### src/rtl/cpu_pkg.sv
// rtl/cpu_pkg.sv - shared CPU types: mul/div opcode, decoder control word, mul/div FSM states
package cpu_pkg;

    // RV32M operation, encoded exactly as the instruction's funct3 field
    typedef enum logic [2:0] {
        MD_MUL    = 3'b000,
        MD_MULH   = 3'b001,
        MD_MULHSU = 3'b010,
        MD_MULHU  = 3'b011,
        MD_DIV    = 3'b100,
        MD_DIVU   = 3'b101,
        MD_REM    = 3'b110,
        MD_REMU   = 3'b111
    } t_muldiv_op;

    // Decoder control fields routing an instruction to the mul/div unit
    typedef struct packed {
        logic       sel_muldiv;
        t_muldiv_op muldiv_op;
    } t_ctrl;

    typedef enum logic [1:0] {
        MD_IDLE = 2'd0,
        MD_CALC = 2'd1,
        MD_DONE = 2'd2
    } t_muldiv_state;

    // rs1 is treated as signed by MULH, MULHSU, DIV and REM
    function automatic logic op_a_signed(input t_muldiv_op op);
        return (op == MD_MULH) || (op == MD_MULHSU) || (op == MD_DIV) || (op == MD_REM);
    endfunction

    // rs2 is treated as signed by MULH, DIV and REM
    function automatic logic op_b_signed(input t_muldiv_op op);
        return (op == MD_MULH) || (op == MD_DIV) || (op == MD_REM);
    endfunction

endpackage

### src/rtl/muldiv_step.sv
// rtl/muldiv_step.sv - one combinational radix-2 multiply or divide iteration
// Ports: is_div selects divide; hi/lo form the 2*XLEN working register
// (multiply: product-high / remaining multiplier bits; divide: partial
// remainder / dividend-then-quotient bits); b is the operand magnitude;
// hi_next/lo_next are the register contents after this step.
module muldiv_step #(
    parameter int XLEN = 32
) (
    input  logic            is_div,
    input  logic [XLEN-1:0] hi,
    input  logic [XLEN-1:0] lo,
    input  logic [XLEN-1:0] b,
    output logic [XLEN-1:0] hi_next,
    output logic [XLEN-1:0] lo_next
);

    logic [XLEN:0] sum;
    logic [XLEN:0] shifted;
    logic [XLEN:0] diff;
    logic          fits;

    always_comb begin
        // Multiply: add multiplicand when the multiplier LSB is set, then
        // shift the whole register right carrying the sum's overflow in.
        sum     = {1'b0, hi} + (lo[0] ? {1'b0, b} : '0);
        // Divide: bring the next dividend bit into the partial remainder and
        // keep the subtraction only if the divisor fits.
        shifted = {hi, lo[XLEN-1]};
        diff    = shifted - {1'b0, b};
        fits    = (shifted >= {1'b0, b});
        if (is_div) begin
            hi_next = fits ? diff[XLEN-1:0] : shifted[XLEN-1:0];
            lo_next = {lo[XLEN-2:0], fits};
        end else begin
            hi_next = sum[XLEN:1];
            lo_next = {sum[0], lo[XLEN-1:1]};
        end
    end

endmodule

### src/rtl/muldiv_unit.sv
// rtl/muldiv_unit.sv - iterative RV32M multiply/divide unit, UNROLL bits per cycle
// Ports: clk, rst (sync, active-high); request in_valid/in_ready with
// in_op/in_a/in_b/in_rd; flush kills any operation; result
// out_valid/out_ready with registered out_result/out_rd.
module muldiv_unit
    import cpu_pkg::*;
#(
    parameter int XLEN   = 32,
    parameter int UNROLL = 1
) (
    input  logic            clk,
    input  logic            rst,
    input  logic            in_valid,
    output logic            in_ready,
    input  t_muldiv_op      in_op,
    input  logic [XLEN-1:0] in_a,
    input  logic [XLEN-1:0] in_b,
    input  logic [4:0]      in_rd,
    input  logic            flush,
    output logic            out_valid,
    input  logic            out_ready,
    output logic [XLEN-1:0] out_result,
    output logic [4:0]      out_rd
);

    localparam int ITER  = XLEN / UNROLL;
    localparam int CNT_W = $clog2(ITER + 1);
    localparam logic [XLEN-1:0] MOST_NEG = {1'b1, {(XLEN-1){1'b0}}};

    t_muldiv_state   state, state_next;
    t_muldiv_op      op_q;
    logic [XLEN-1:0] hi_q, lo_q, b_q;
    logic            neg_main_q;   // product / quotient must be negated
    logic            neg_rem_q;    // remainder takes the dividend's sign
    logic [CNT_W-1:0] cnt_q;

    logic            accept;
    logic            a_neg, b_neg;
    logic [XLEN-1:0] abs_a, abs_b;
    logic            div_by_zero, div_ovf;
    logic [2*XLEN-1:0] prod, prod_fix;
    logic [XLEN-1:0] quo_fix, rem_fix, result_d;

    logic [XLEN-1:0] hi_c [UNROLL+1];
    logic [XLEN-1:0] lo_c [UNROLL+1];

    assign in_ready  = (state == MD_IDLE);
    assign out_valid = (state == MD_DONE);
    assign accept    = (state == MD_IDLE) && in_valid && !flush;

    always_comb begin
        a_neg       = op_a_signed(in_op) && in_a[XLEN-1];
        b_neg       = op_b_signed(in_op) && in_b[XLEN-1];
        abs_a       = a_neg ? -in_a : in_a;
        abs_b       = b_neg ? -in_b : in_b;
        div_by_zero = in_op[2] && (in_b == '0);
        div_ovf     = ((in_op == MD_DIV) || (in_op == MD_REM))
                      && (in_a == MOST_NEG) && (in_b == '1);
    end

    assign hi_c[0] = hi_q;
    assign lo_c[0] = lo_q;

    for (genvar g = 0; g < UNROLL; g++) begin : g_step
        muldiv_step #(.XLEN(XLEN)) u_step (
            .is_div  (op_q[2]),
            .hi      (hi_c[g]),
            .lo      (lo_c[g]),
            .b       (b_q),
            .hi_next (hi_c[g+1]),
            .lo_next (lo_c[g+1])
        );
    end

    // Sign correction and result selection, registered on the final CALC cycle
    always_comb begin
        prod     = {hi_q, lo_q};
        prod_fix = neg_main_q ? -prod : prod;
        quo_fix  = neg_main_q ? -lo_q : lo_q;
        rem_fix  = neg_rem_q  ? -hi_q : hi_q;
        if (op_q[2]) begin
            result_d = op_q[1] ? rem_fix : quo_fix;
        end else if (op_q == MD_MUL) begin
            result_d = prod_fix[XLEN-1:0];
        end else begin
            result_d = prod_fix[2*XLEN-1:XLEN];
        end
    end

    always_ff @(posedge clk) begin
        if (rst) begin
            state <= MD_IDLE;
        end else begin
            state <= state_next;
        end
    end

    always_comb begin
        state_next = state;
        case (state)
            MD_IDLE: if (in_valid)        state_next = MD_CALC;
            MD_CALC: if (cnt_q == '0)     state_next = MD_DONE;
            MD_DONE: if (out_ready)       state_next = MD_IDLE;
            default:                      state_next = MD_IDLE;
        endcase
        if (flush) begin
            state_next = MD_IDLE;
        end
    end

    always_ff @(posedge clk) begin
        if (rst) begin
            op_q       <= MD_MUL;
            hi_q       <= '0;
            lo_q       <= '0;
            b_q        <= '0;
            neg_main_q <= 1'b0;
            neg_rem_q  <= 1'b0;
            cnt_q      <= '0;
            out_result <= '0;
            out_rd     <= '0;
        end else if (accept) begin
            op_q       <= in_op;
            out_rd     <= in_rd;
            b_q        <= abs_b;
            hi_q       <= '0;
            lo_q       <= abs_a;
            neg_main_q <= a_neg ^ b_neg;
            neg_rem_q  <= a_neg;
            cnt_q      <= CNT_W'(ITER);
            // Fast-path cases preload the final quotient/remainder and skip
            // the iterations, spending only the single finalisation cycle.
            if (div_by_zero) begin
                hi_q       <= in_a;
                lo_q       <= '1;
                neg_main_q <= 1'b0;
                neg_rem_q  <= 1'b0;
                cnt_q      <= '0;
            end else if (div_ovf) begin
                hi_q       <= '0;
                lo_q       <= in_a;
                neg_main_q <= 1'b0;
                neg_rem_q  <= 1'b0;
                cnt_q      <= '0;
            end
        end else if ((state == MD_CALC) && !flush) begin
            if (cnt_q != '0) begin
                hi_q  <= hi_c[UNROLL];
                lo_q  <= lo_c[UNROLL];
                cnt_q <= cnt_q - CNT_W'(1);
            end else begin
                out_result <= result_d;
            end
        end
    end

endmodule

### config.mk
export PLATFORM = sky130hd
export DESIGN_NAME = muldiv_unit
export DESIGN_NICKNAME = d
export VERILOG_FILES = /design/src/rtl/cpu_pkg.sv /design/src/rtl/muldiv_step.sv /design/src/rtl/muldiv_unit.sv
export SDC_FILE = /design/constraint.sdc
export NUM_CORES = 1
export LEC_CHECK = 0
export CAP_MARGIN = 20
export CORE_MARGIN = 2
export CORE_UTILIZATION = 43
export DETAILED_ROUTE_END_ITERATION = 7
export DONT_BUFFER_PORTS = 1
export PLACE_DENSITY = 0.66
export SETUP_SLACK_MARGIN = 0.1
export SLEW_MARGIN = 30
export SYNTH_ARGS = -nofsm -noshare
export SYNTH_HDL_FRONTEND = slang
export SYNTH_SLANG_ARGS = --single-unit
### constraint.sdc
create_clock -name clk -period 4.95 [get_ports clk]
set_clock_uncertainty 0.05 [all_clocks]
set_input_delay 1.485 -clock clk [delete_from_list [all_inputs] [get_ports clk]]
set_output_delay 1.485 -clock clk [all_outputs]
set_load 0.02 [all_outputs]
After elaboration in Yosys (flattened, before gate mapping)

Cells that the tools add are included.

RAM bits: 0
Flip-flop bits (word level): 146
Output and inout bits: 39
Input port bits: 77
Memory bits (read-only): 0
Memories: 0
Logic and storage cells: 93
Latch bits: 0

Multiply operators: 0
$lt $le $gt $ge: 1
Equality and inequality tests: 11
Reductions and logical operators: 26
Shift operators: 0
Divide/modulo/power cells: 0
Bitwise gates (word level): 3
Multiplexer cells: 34
Add/sub/neg operators: 8

Operators with widths:

| cell                                                               | number |
|---|---|
| 32-bit 2-to-1 mux                                                  | 20 |
| 32-bit negator                                                     | 4 |
| 32-bit == test, second input constant                              | 2 |
| 64-bit 2-to-1 mux                                                  | 1 |
| 64-bit negator                                                     | 1 |
| 32-bit by 32-bit adder with 33-bit output                          | 1 |
| 33-bit by 32-bit >= comparator with 1-bit output                   | 1 |
| 32-bit logical NOT                                                 | 1 |
| 32-bit subtractor                                                  | 1 |
| 6-bit 2-to-1 mux                                                   | 5 |
| 1-bit logical AND                                                  | 8 |
| 3-bit == test, second input constant                               | 2 |
| 6-bit logical NOT                                                  | 1 |
| 1-bit logical OR                                                   | 6 |
| 2-bit 2-to-1 mux                                                   | 3 |
| 2-bit one-hot mux with 3 select lines                              | 1 |
| 3-bit AND reduction                                                | 2 |
| 6-bit nonzero test                                                 | 1 |
| 6-bit by 1-bit subtractor with 6-bit output, second input constant | 1 |
| 1-bit 2-to-1 mux                                                   | 4 |
| 2-bit != test, second input constant                               | 2 |
| 2-bit nonzero test                                                 | 2 |
| 3-bit by 1-bit == test with 1-bit output, second input constant    | 1 |
| 3-bit by 2-bit == test with 1-bit output, second input constant    | 1 |
| other kinds (10)                                                   | 11 |

Longest topological paths before layout

Depth in word-level cells: 9
Gate-level depth with buffers: 15
Gate-level depth less buffers: 13

Hierarchy

From an unflattened synthesis, not the netlist that was laid out.

Cell total of the unflattened synthesis: 1998
Area total of the unflattened synthesis: 14656.6 µm²

By module, submodules not included:

| module      | cells an instance | sequential area each (µm²) | area an instance (µm²) | instances |
|---|---|---|---|---|
| muldiv_unit | 1297              | 2922.8                     | 9928.3                 | 1 |
| muldiv_step | 701               | 0.0                        | 4728.3                 | 1 |

Least setup slack after synthesis

OpenSTA, ideal clock, no wires.

Kind: input to register
From: input port in_b[25]
To: register hi_q[13]
Setup time: 0.078 ns
Buffers on the path: 2
Data required time: 4.822 ns
Path slack: 0.875 ns
Cell stages on the path: 11
Data arrival time: 3.947 ns
Cell sequence: nor2_1 > or4b_2 > or4_1 > nor4b_4 > and2_1 > buf_2 > buf_2 > a21oi_1 > o21ai_0 > a21oi_1 > nor3_1

Word-level cells in the longest chain between the ends: 4

RTL lines:

| element                | RTL line           | source |
|---|---|---|
| start: declaration     | muldiv_unit.sv:17  | `input logic [XLEN-1:0] in_b,` |
| 32-bit logical NOT     | muldiv_unit.sv:56  | `div_by_zero = in_op[2] && (in_b == '0);` |
| 1-bit logical AND      | muldiv_unit.sv:56  |  |
| 32-bit 2-to-1 mux      | muldiv_unit.sv:133 | `if (div_by_zero) begin` |
| 32-bit 2-to-1 mux      | muldiv_unit.sv:122 | `end else if (accept) begin` |
| end signal: assignment | muldiv_unit.sv:134 | `hi_q <= in_a;` |
| end signal: assignment | muldiv_unit.sv:148 | `hi_q <= hi_c[UNROLL];` |
| end: declaration       | muldiv_unit.sv:32  | `logic [XLEN-1:0] hi_q, lo_q, b_q;` |

Every way passes these cells.
A chain may end at the register's enable or synchronous reset.

Final worst setup path

From: register lo_q[0]
To: register hi_q[31]

Word-level cells in the longest chain between the ends: 6

RTL lines:

| element                                   | RTL line           | source |
|---|---|---|
| start: declaration                        | muldiv_unit.sv:32  |  |
| start signal: assignment                  | muldiv_unit.sv:127 | `lo_q <= abs_a;` |
| start signal: assignment                  | muldiv_unit.sv:141 | `lo_q <= in_a;` |
| start signal: assignment                  | muldiv_unit.sv:149 | `lo_q <= lo_c[UNROLL];` |
| 32-bit 2-to-1 mux                         | muldiv_step.sv:25  | `sum = {1'b0, hi} + (lo[0] ? {1'b0, b} : '0);` |
| 32-bit by 32-bit adder with 33-bit output | muldiv_step.sv:25  |  |
| 32-bit 2-to-1 mux                         | muldiv_step.sv:31  | `if (is_div) begin` |
| 32-bit 2-to-1 mux                         | muldiv_unit.sv:147 | `if (cnt_q != '0) begin` |
| 32-bit 2-to-1 mux                         | muldiv_unit.sv:146 | `end else if ((state == MD_CALC) && !flush) begin` |
| 32-bit 2-to-1 mux                         | muldiv_unit.sv:122 |  |

Every way passes these cells. The select of a mux whose other input is x is not followed.

==> results_dict.tcl <==
set metrics [dict create \
    status "finished, final reports clean" \
    cp_max_fo 13 \
    htree_levels 4 \
    cts_tree "yes" \
    worstMarginPinSlew_ps 943.9 \
    dieWidth_um 185.6 \
    grt_pass1_vias 13560 \
    hold_buffers 0 \
    synthCells 1959 \
    start_kind "flip-flop" \
    dieArea_mm2 0.03446 \
    postSynthAreaPerCell_um2 7.241 \
    drtIter0Drc 1659 \
    cellPowerDensity_mw_per_mm2 289.3 \
    drt_first_pass_iters 7 \
    cp.arrival_ps 4330 \
    diodes 0 \
    start_util 0.4360 \
    wire_per_inst_um 22.72 \
    antenna_found_initial 2 \
    fin_nets 2013 \
    final_util 0.4632 \
    synth_seq_cells 146 \
    setup_tns_ps 0 \
    coreArea_mm2 0.03254 \
    p_leak_nw 5.602 \
    syn_nets 2108 \
    cap_violations 0 \
    dp_hpwl_um 39820 \
    clock_path_buffers 2 \
    grt.overflow.total 0 \
    hold_viol_final 0 \
    netlist.top_cell.by_area "dfxtp_1" \
    final_cells 2319 \
    critPathKind "flip-flop to flip-flop" \
    grt_max_degree 132 \
    die_h_um 185.6 \
    netlist-cell-type-count 77 \
    gp_congestion 0.9619 \
    cp-startpoint "lo_q[0]" \
    mostFrequentLayoutCells "nor2_1 (216), nand2_1 (178), a21oi_1 (165)" \
    grt_pass1_wl_um 80030 \
    setup_viol 0 \
    min-delay-start "b_q[26]" \
    clkLatencyLatePin_ps 450 \
    cts_root_buffer "clkbuf_16" \
    vias 14880 \
    dp.cells 2287 \
    required_ps 5260 \
    io-pin-count 116 \
    clock.fmax_mhz 248.4 \
    clock-sinks 146 \
    min_period_ps 4025 \
    cp-end-kind "flip-flop" \
    path_clk_slew_ps 70 \
    path_cells "clkinv_1 > buf_4 > nor2_1 > fa_1 > a211oi_1 > o21ai_0 > o211ai_1 > a21oi_1 > a21oi_1 > o21ai_0 > a41o_1 > nand2_1 > a311oi_1" \
    maxSlewViolCount 0 \
    post_cts_buffers 0 \
    cts-resized-gates 0 \
    post-place-ws_ps 529.4 \
    port_buffers 0 \
    syn_area_mm2 0.01418 \
    rsz0062_at_grt "false" \
    grt_use_total 0.3022 \
    layout_commonest_cell "nor2_1" \
    timing.final.ws_setup_ps 924.8 \
    synth_top_area_frac 0.2061 \
    async_flop_share 0 \
    slowest_stage "o21ai_0" \
    fill_cells 3356 \
    synth-seq-area-share 0.2061 \
    hold_class "flip-flop to flip-flop" \
    drt_wl_total_um 52700 \
    via_per_inst 6.417 \
    drt.antenna.violating_nets 0 \
    layout-drive-gt1-share 0.06393 \
    peakVddDrop_mv 0.2748 \
    period_share 0.8132 \
    crit_path_max_incr_delay_ps 550 \
    power.total_w 0.004360 \
    num_rows 66 \
    r2r_start "lo_q[0]" \
    synth_edf_count 0 \
    max-slew-margin-rel 0.3700 \
    ys_dominant_reg_cell "dfxtp_1" \
    areaGrowthSynthToFinish_pct 6.245 \
    yosys-top-cells-area "dfxtp_1 (21%), xnor2_1 (7.2%), ha_1 (6.2%)" \
    yosysWarnings 0 \
    numCtsBuffers 17 \
    drt_drc_violations_left 0 \
]
worst max-delay path, delay by kind of cell, from the launching register on:
family,cells,cell delay (ps)
AOI/OAI and AO/OA,8,2470
adders and majority gates,1,290
buffers and inverters,2,350
DFF,1,510
and+or+nand+nor,2,260
flip-flops by register name, summed over array words and instances, names as in the netlist:
register / flops
hi_q: 32
op_q: 3
neg_main_q: 1
out_rd: 5
state: 2
cnt_q: 6
b_q: 32
lo_q: 32
neg_rem_q: 1
out_result: 32
area by class of cell:
type / count / area (um2) / share of cell area
clock buffers: 20 / 466.7 / 0.03097
clock inverters: 12 / 128.9 / 0.008551
inverters: 65 / 244.0 / 0.01619
repair buffers: 36 / 282.8 / 0.01876
well taps: 442 / 553.0 / 0.03670
multi-input cells: 1598 / 10470 / 0.6947
flip-flops and latches: 146 / 2925 / 0.1941
Yosys cell counts (all sizes together), types with 18 or more instances:
cell	instances
clkbuf	134
xor2	81
nor4	18
nor3	56
a21o	49
o211ai	24
nand3	28
nand2	178
nand4	20
xnor2	117
inv	63
a221oi	50
or4	18
nor2	220
o41ai	20
and3	20
a211oi	55
o31ai	27
o21ai	121
a31oi	21
dfxtp	146
mux2i	40
a21oi	165
or3	26
ha	70
logic make-up (layout without fill, tap and decap cells):
family          after synthesis  in the layout  synth area share
simple gates                658            658            0.2215
compound gates              616            616            0.2877
buf+inv                     215            133           0.05857
xor+xnor                    198            198            0.1223
flops                       146            146            0.2061
fa+ha+maj                    72             72           0.06457
mux                          54             54           0.03934
metrics by stage:
step	hold WS, ps	cell area [um2]
2_1_floorplan	381.9	14180
3_3_place_gp	387.3	14470
3_5_place_dp	397.6	14470
4_1_cts	404.8	15070
5_1_grt	428.6	15070
6_report	405.9	15070
path summary, 6_finish.rpt:
kind | end | slack (ps) | depth (start not counted)
worst max-delay path | hi_q[31] | 920 | 13
worst min-delay path | b_q[26] | 410 | 2
worst max register to register | hi_q[31] | 920 | 13
worst min register to register | b_q[26] | 410 | 2
power by group:
group          internal, W  switching (W)
logic             0.000617       0.000990
clock network     0.000783       0.000582
registers          0.00125       0.000138
per-layer routing:
layer	share of wire	vias to the layer above	GRT usage	wire length (um)
li1	-	6972	-	-
met1	0.42	6985	0.4011	21980
met2	0.45	798	0.4881	23770
met3	0.087	125	0.04324	4610
met4	0.044	2	0.1304	2314
met5	0.00038	-	0	20
Power figures use the tool's default switching activity.
